`config.mk`:
```
export PLATFORM = sky130hd
export DESIGN_NAME = bus_arbiter
export DESIGN_NICKNAME = d
export VERILOG_FILES = /design/src/rtl/bus_pkg.sv /design/src/rtl/bus_arbiter_rr_picker.sv /design/src/rtl/bus_arbiter.sv
export SDC_FILE = /design/constraint.sdc
export NUM_CORES = 1
export LEC_CHECK = 0
export ABC_CLOCK_PERIOD_IN_PS = 1900
export CAP_MARGIN = 20
export CORE_AREA = 2 2 106 108
export CTS_BUF_LIST = sky130_fd_sc_hd__clkbuf_2
export DETAILED_ROUTE_END_ITERATION = 10
export DIE_AREA = 0 0 108 110
export PLACE_DENSITY = 0.87
export SLEW_MARGIN = 5
export SYNTH_ARGS = -nofsm -noshare
export SYNTH_HDL_FRONTEND = slang
export SYNTH_SLANG_ARGS = --single-unit
```
`constraint.sdc`:
```
create_clock -name clk -period 1.9 [get_ports clk]
set_input_delay 0.285 -clock clk [delete_from_list [all_inputs] [get_ports clk]]
set_output_delay 0.285 -clock clk [all_outputs]
set_load 0.1 [all_outputs]
```
`src/rtl/bus_pkg.sv`:
```
// Shared arbiter types: FSM state encoding and grant-index width helper.
package bus_pkg;

   typedef enum logic {
      IDLE = 1'b0,
      BUSY = 1'b1
   } arb_state_t;

   function automatic int grant_width(input int n);
      return (n <= 1) ? 1 : $clog2(n);
   endfunction

endpackage

```
`src/rtl/bus_arbiter_rr_picker.sv`:
```
// Combinational winner select: first set request at or after 'start', wrapping.
module rr_picker #(
   parameter int N  = 2,
   parameter int GW = 1
) (
   input  logic [N-1:0]  req,
   input  logic [GW-1:0] start,
   output logic [N-1:0]  onehot,
   output logic [GW-1:0] idx,
   output logic          any
);

   logic [2*N-1:0] rot2;
   logic [2*N-1:0] back2;
   logic [N-1:0]   rot;
   logic [N-1:0]   rot_oh;
   int             first;
   int             sum;

   // Rotate so 'start' sits at bit 0, pick lowest, rotate the one-hot back.
   assign rot2   = {req, req} >> start;
   assign rot    = rot2[N-1:0];
   assign back2  = {rot_oh, rot_oh} << start;
   assign onehot = back2[2*N-1:N];

   always_comb begin
      rot_oh = '0;
      first  = 0;
      any    = 1'b0;
      for (int i = 0; i < N; i++) begin
         if (rot[i] && !any) begin
            any       = 1'b1;
            rot_oh[i] = 1'b1;
            first     = i;
         end
      end
      sum = int'(start) + first;
      if (sum >= N) sum = sum - N;
      idx = GW'(sum);
   end

endmodule

```
`src/rtl/bus_arbiter.sv`:
```
// Multi-channel to single external bus arbiter, IDLE/BUSY FSM, 2-cycle minimum latency.
// Define BUS_ARBITER_ROUND_ROBIN_EN for round-robin; otherwise fixed priority (channel 0 highest).
module bus_arbiter
   import bus_pkg::*;
#(
   parameter int N_PORTS    = 2,
   parameter int ADDR_WIDTH = 32,
   parameter int DATA_WIDTH = 32
) (
   input  logic                              clk,
   input  logic                              reset,
   input  logic [N_PORTS-1:0]                req_valid,
   input  logic [N_PORTS*ADDR_WIDTH-1:0]     req_address,
   input  logic [N_PORTS*DATA_WIDTH-1:0]     req_write_data,
   input  logic [N_PORTS*DATA_WIDTH/8-1:0]   req_write_strobe,
   output logic [N_PORTS-1:0]                req_ready,
   output logic [DATA_WIDTH-1:0]             req_read_data,
   output logic                              ext_valid,
   output logic                              ext_instruction,
   input  logic                              ext_ready,
   output logic [ADDR_WIDTH-1:0]             ext_address,
   output logic [DATA_WIDTH-1:0]             ext_write_data,
   output logic [DATA_WIDTH/8-1:0]           ext_write_strobe,
   input  logic [DATA_WIDTH-1:0]             ext_read_data
);

   localparam int GW = grant_width(N_PORTS);
   localparam int SW = DATA_WIDTH / 8;

   arb_state_t          state;
   logic [N_PORTS-1:0]  grant_oh;
   logic [N_PORTS-1:0]  pick_onehot;
   logic [GW-1:0]       pick_idx;
   logic [GW-1:0]       start_ptr;
   logic                pick_any;
   logic [ADDR_WIDTH-1:0] sel_addr;
   logic [DATA_WIDTH-1:0] sel_data;
   logic [SW-1:0]         sel_strb;

   rr_picker #(
      .N  (N_PORTS),
      .GW (GW)
   ) u_picker (
      .req    (req_valid),
      .start  (start_ptr),
      .onehot (pick_onehot),
      .idx    (pick_idx),
      .any    (pick_any)
   );

   always_comb begin
      sel_addr = '0;
      sel_data = '0;
      sel_strb = '0;
      for (int i = 0; i < N_PORTS; i++) begin
         if (pick_onehot[i]) begin
            sel_addr = req_address[i*ADDR_WIDTH +: ADDR_WIDTH];
            sel_data = req_write_data[i*DATA_WIDTH +: DATA_WIDTH];
            sel_strb = req_write_strobe[i*SW +: SW];
         end
      end
   end

`ifdef BUS_ARBITER_ROUND_ROBIN_EN
   logic [GW-1:0] ptr;
   logic [GW-1:0] grant;

   assign start_ptr = ptr;

   // Pointer only advances on completion, so an aborted grant leaves it untouched.
   always_ff @(posedge clk or negedge reset) begin
      if (!reset) begin
         ptr   <= '0;
         grant <= '0;
      end else if (state == IDLE && pick_any) begin
         grant <= pick_idx;
      end else if (state == BUSY && ext_ready) begin
         ptr <= (grant == GW'(N_PORTS - 1)) ? '0 : grant + 1'b1;
      end
   end
`else
   assign start_ptr = '0;
`endif

   always_ff @(posedge clk or negedge reset) begin
      if (!reset) begin
         state            <= IDLE;
         grant_oh         <= '0;
         ext_valid        <= 1'b0;
         ext_instruction  <= 1'b0;
         ext_address      <= '0;
         ext_write_data   <= '0;
         ext_write_strobe <= '0;
      end else begin
         case (state)
            IDLE: begin
               if (pick_any) begin
                  state            <= BUSY;
                  grant_oh         <= pick_onehot;
                  ext_valid        <= 1'b1;
                  ext_instruction  <= (pick_idx == '0);
                  ext_address      <= sel_addr;
                  ext_write_data   <= sel_data;
                  ext_write_strobe <= sel_strb;
               end
            end
            BUSY: begin
               if (ext_ready) begin
                  state     <= IDLE;
                  ext_valid <= 1'b0;
               end
            end
            default: state <= IDLE;
         endcase
      end
   end

   assign req_ready     = (state == BUSY && ext_ready) ? grant_oh : '0;
   assign req_read_data = ext_read_data;

endmodule

```
==> results_dict.tcl <==
set metrics [dict create \
    track_usage_pct 19.7 \
    yosys.area.top_type "dfrtp_1" \
    tritoncts "built" \
    syn_area_um2 3770 \
    synth_ff_type "dfrtp_1" \
    drtAntennaViolNets 0 \
    overflow 0 \
    synth_cell_types 19 \
    arrival_ns 1.47 \
    rows 38 \
    critPathCaptureType "output port" \
    postCtsSetupRepairBufs 0 \
    p_leak_nw 2.20 \
    ys_async_sr_fraction_pct 100 \
    syn-mean-instance-area_um2 10.3 \
    clock_path_buffers 2 \
    cts.sinks 73 \
    wl_per_cell_um 17.9 \
    ff_latch_area_um2 1830 \
    maxCapViolCount 0 \
    grt_pass1_wl_mm 18.5 \
    critical_path_class "reg -> out" \
    drc 0 \
    synth.top_cell.area_share_pct 48.4 \
    antenna_cells 0 \
    antenna_found_initial 0 \
    crit_end "req_ready[1]" \
    fin_worst_skew_ns 0.0160 \
    fin_crit_ns 1.76 \
    maxSlewViolCount 0 \
    power_density_nw_per_um2 1400 \
    rrSetupSlack_ns 0.40 \
    ctsHoldBuffers 1 \
    worst_pin_slew_ns 0.485 \
    finalSetupViolations 0 \
    path_max_fanout 8 \
    multiInputGateArea_um2 1370 \
    yosysMostFrequentCell "dfrtp_1" \
    dr_total_vias 3781 \
    finalWirelength_mm 12.0 \
    netlist_instances 365 \
    rr_worst_depth 4 \
    ys_seq_area_share_pct 48.4 \
    startpoint "state$_DFF_PN0_" \
    grt_pass1_vias 3756 \
    vdd_drop_max_mv 0.900 \
    fmax_ghz 0.570 \
    nFillCells 943 \
    min_period_over_period_pct 92.4 \
    synth_edf_count 0 \
    h-tree-depth 3 \
    num_io_pins 277 \
    holdWs_ns 0.264 \
    netlist_top_cells_count "dfrtp_1, nor2_1, o22ai_1, o32ai_1, buf_4" \
    cts-buffers-inserted 9 \
    crit_required_ns 1.62 \
    layout.nets 701 \
    post_cts_resized 0 \
    syn_nets 538 \
    yosys-top-cells-area "dfrtp_1, o32ai_1, o22ai_1, nor2_1, buf_4" \
    core_um2 10700 \
    reg2reg_from "state$_DFF_PN0_" \
    fin_tns_setup_ns 0 \
    reg2reg_to "ext_address[24]$_DFFE_PN0P_" \
    gp_congestion 0.770 \
    numPortBuffers 212 \
    layout-drive-gt1-share_pct 19.5 \
    yosysWarnings 0 \
    path_clk_slew_ns 0.22 \
    timing.slew.headroom_pct 67.7 \
    insertion_delay_ns 0.50 \
    synth-seq-cells 73 \
    syn_to_final_growth_pct 47.6 \
    first_pass_iters 4 \
    initial_core_util_pct 35.3 \
    viasPerCell 5.62 \
    die_y_um 110 \
    hold_class "in -> async" \
    grt_start_max_net_pins 60 \
    drt-initial-drc-count 239 \
    cts-root-buf "clkbuf_2" \
    start_kind "flip-flop" \
    outcome "complete, no violations" \
    hpwlAfterDp_mm 8.63 \
    rsz0062_at_grt "no" \
    die_area_um2 11900 \
    die_w_um 108 \
    final-hold-violation-count 0 \
]
==> power by group <==
group	internal, mW	switching, mW	total, mW
clock network	0.300	0.568	0.868
registers	1.94	0.358	2.30
logic	1.09	3.55	4.64
==> cell families (layout without fill, tap and decap cells) <==
kind of cell,after synthesis,after routing,share of synthesized area [%]
buf+inv,73,241,15.3
simple gates,80,80,8.56
flops,73,73,48.4
compound gates,139,139,27.7
==> cell usage in the layout, fill, tap and decap left out, types with 2 or more instances in the layout <==
cell type | netlist | layout
dfrtp_1 | 73 | 73
nand2_1 | 4 | 4
clkbuf_2 | 0 | 9
clkinvlp_4 | 0 | 3
buf_12 | 0 | 4
clkdlybuf4s50_1 | 0 | 138
o32ai_1 | 67 | 67
and3_1 | 2 | 2
a21oi_1 | 2 | 2
o22ai_1 | 68 | 68
nor2_1 | 70 | 70
buf_4 | 34 | 79
==> layout make-up <==
cell class	instances	share of cell area [%]
multi-input combinational	219	24.6
sequential	73	32.8
clock buffer	9	0.809
tap	140	3.15
clock inverter	7	1.26
inverter	2	0.135
timing repair buffer	223	37.2
==> sequential cells by signal, indices dropped and copies added, names as in the netlist <==
name,flops
ext_address,32
ext_write_strobe,4
ext_write_data,32
ext_instruction,1
grant_oh,2
ext_valid,1
state,1
==> worst max-delay path, cell delays in order (launching register included) <==
cell     delay, ns
dfrtp_1       0.54
and3_1        0.26
buf_12        0.19
==> worst min path at each step <==
stage	cells past startpoint	slack (ns)	to
finish	2	0.26	ext_address[5]$_DFFE_PN0P_
global route	2	0.21	ext_address[6]$_DFFE_PN0P_
CTS	2	0.19	ext_address[5]$_DFFE_PN0P_
detailed placement	1	0.27	ext_address[5]$_DFFE_PN0P_
global placement	1	0.26	ext_address[6]$_DFFE_PN0P_
floorplan	0	-0.01	ext_address[0]$_DFFE_PN0P_
==> through the flow <==
| step | worst slack, ns | cell area, um^2 | std cells | total power, mW | utilization (%) |
|---|---|---|---|---|---|
| floorplan | 0.388 | 3770 | 365 | 6.08 | - |
| global placement | 0.198 | 5440 | 656 | 6.89 | 50.9 |
| detailed placement | 0.132 | 5440 | 656 | 6.98 | 50.9 |
| CTS | 0.0733 | 5570 | 673 | 7.86 | 52.0 |
| global route | 0.0196 | 5570 | 673 | 8.11 | 52.0 |
| finish | 0.144 | 5570 | 673 | 7.80 | 52.0 |
==> per-layer routing <==
layer | part of all wire, % | track usage (%)
met3 | 7.4 | 4.59
met5 | 0 | 0
met2 | 53 | 34.8
met4 | 1.9 | 8.79
met1 | 38 | 23.0
No activity file was read; power rests on OpenSTA's default activity.
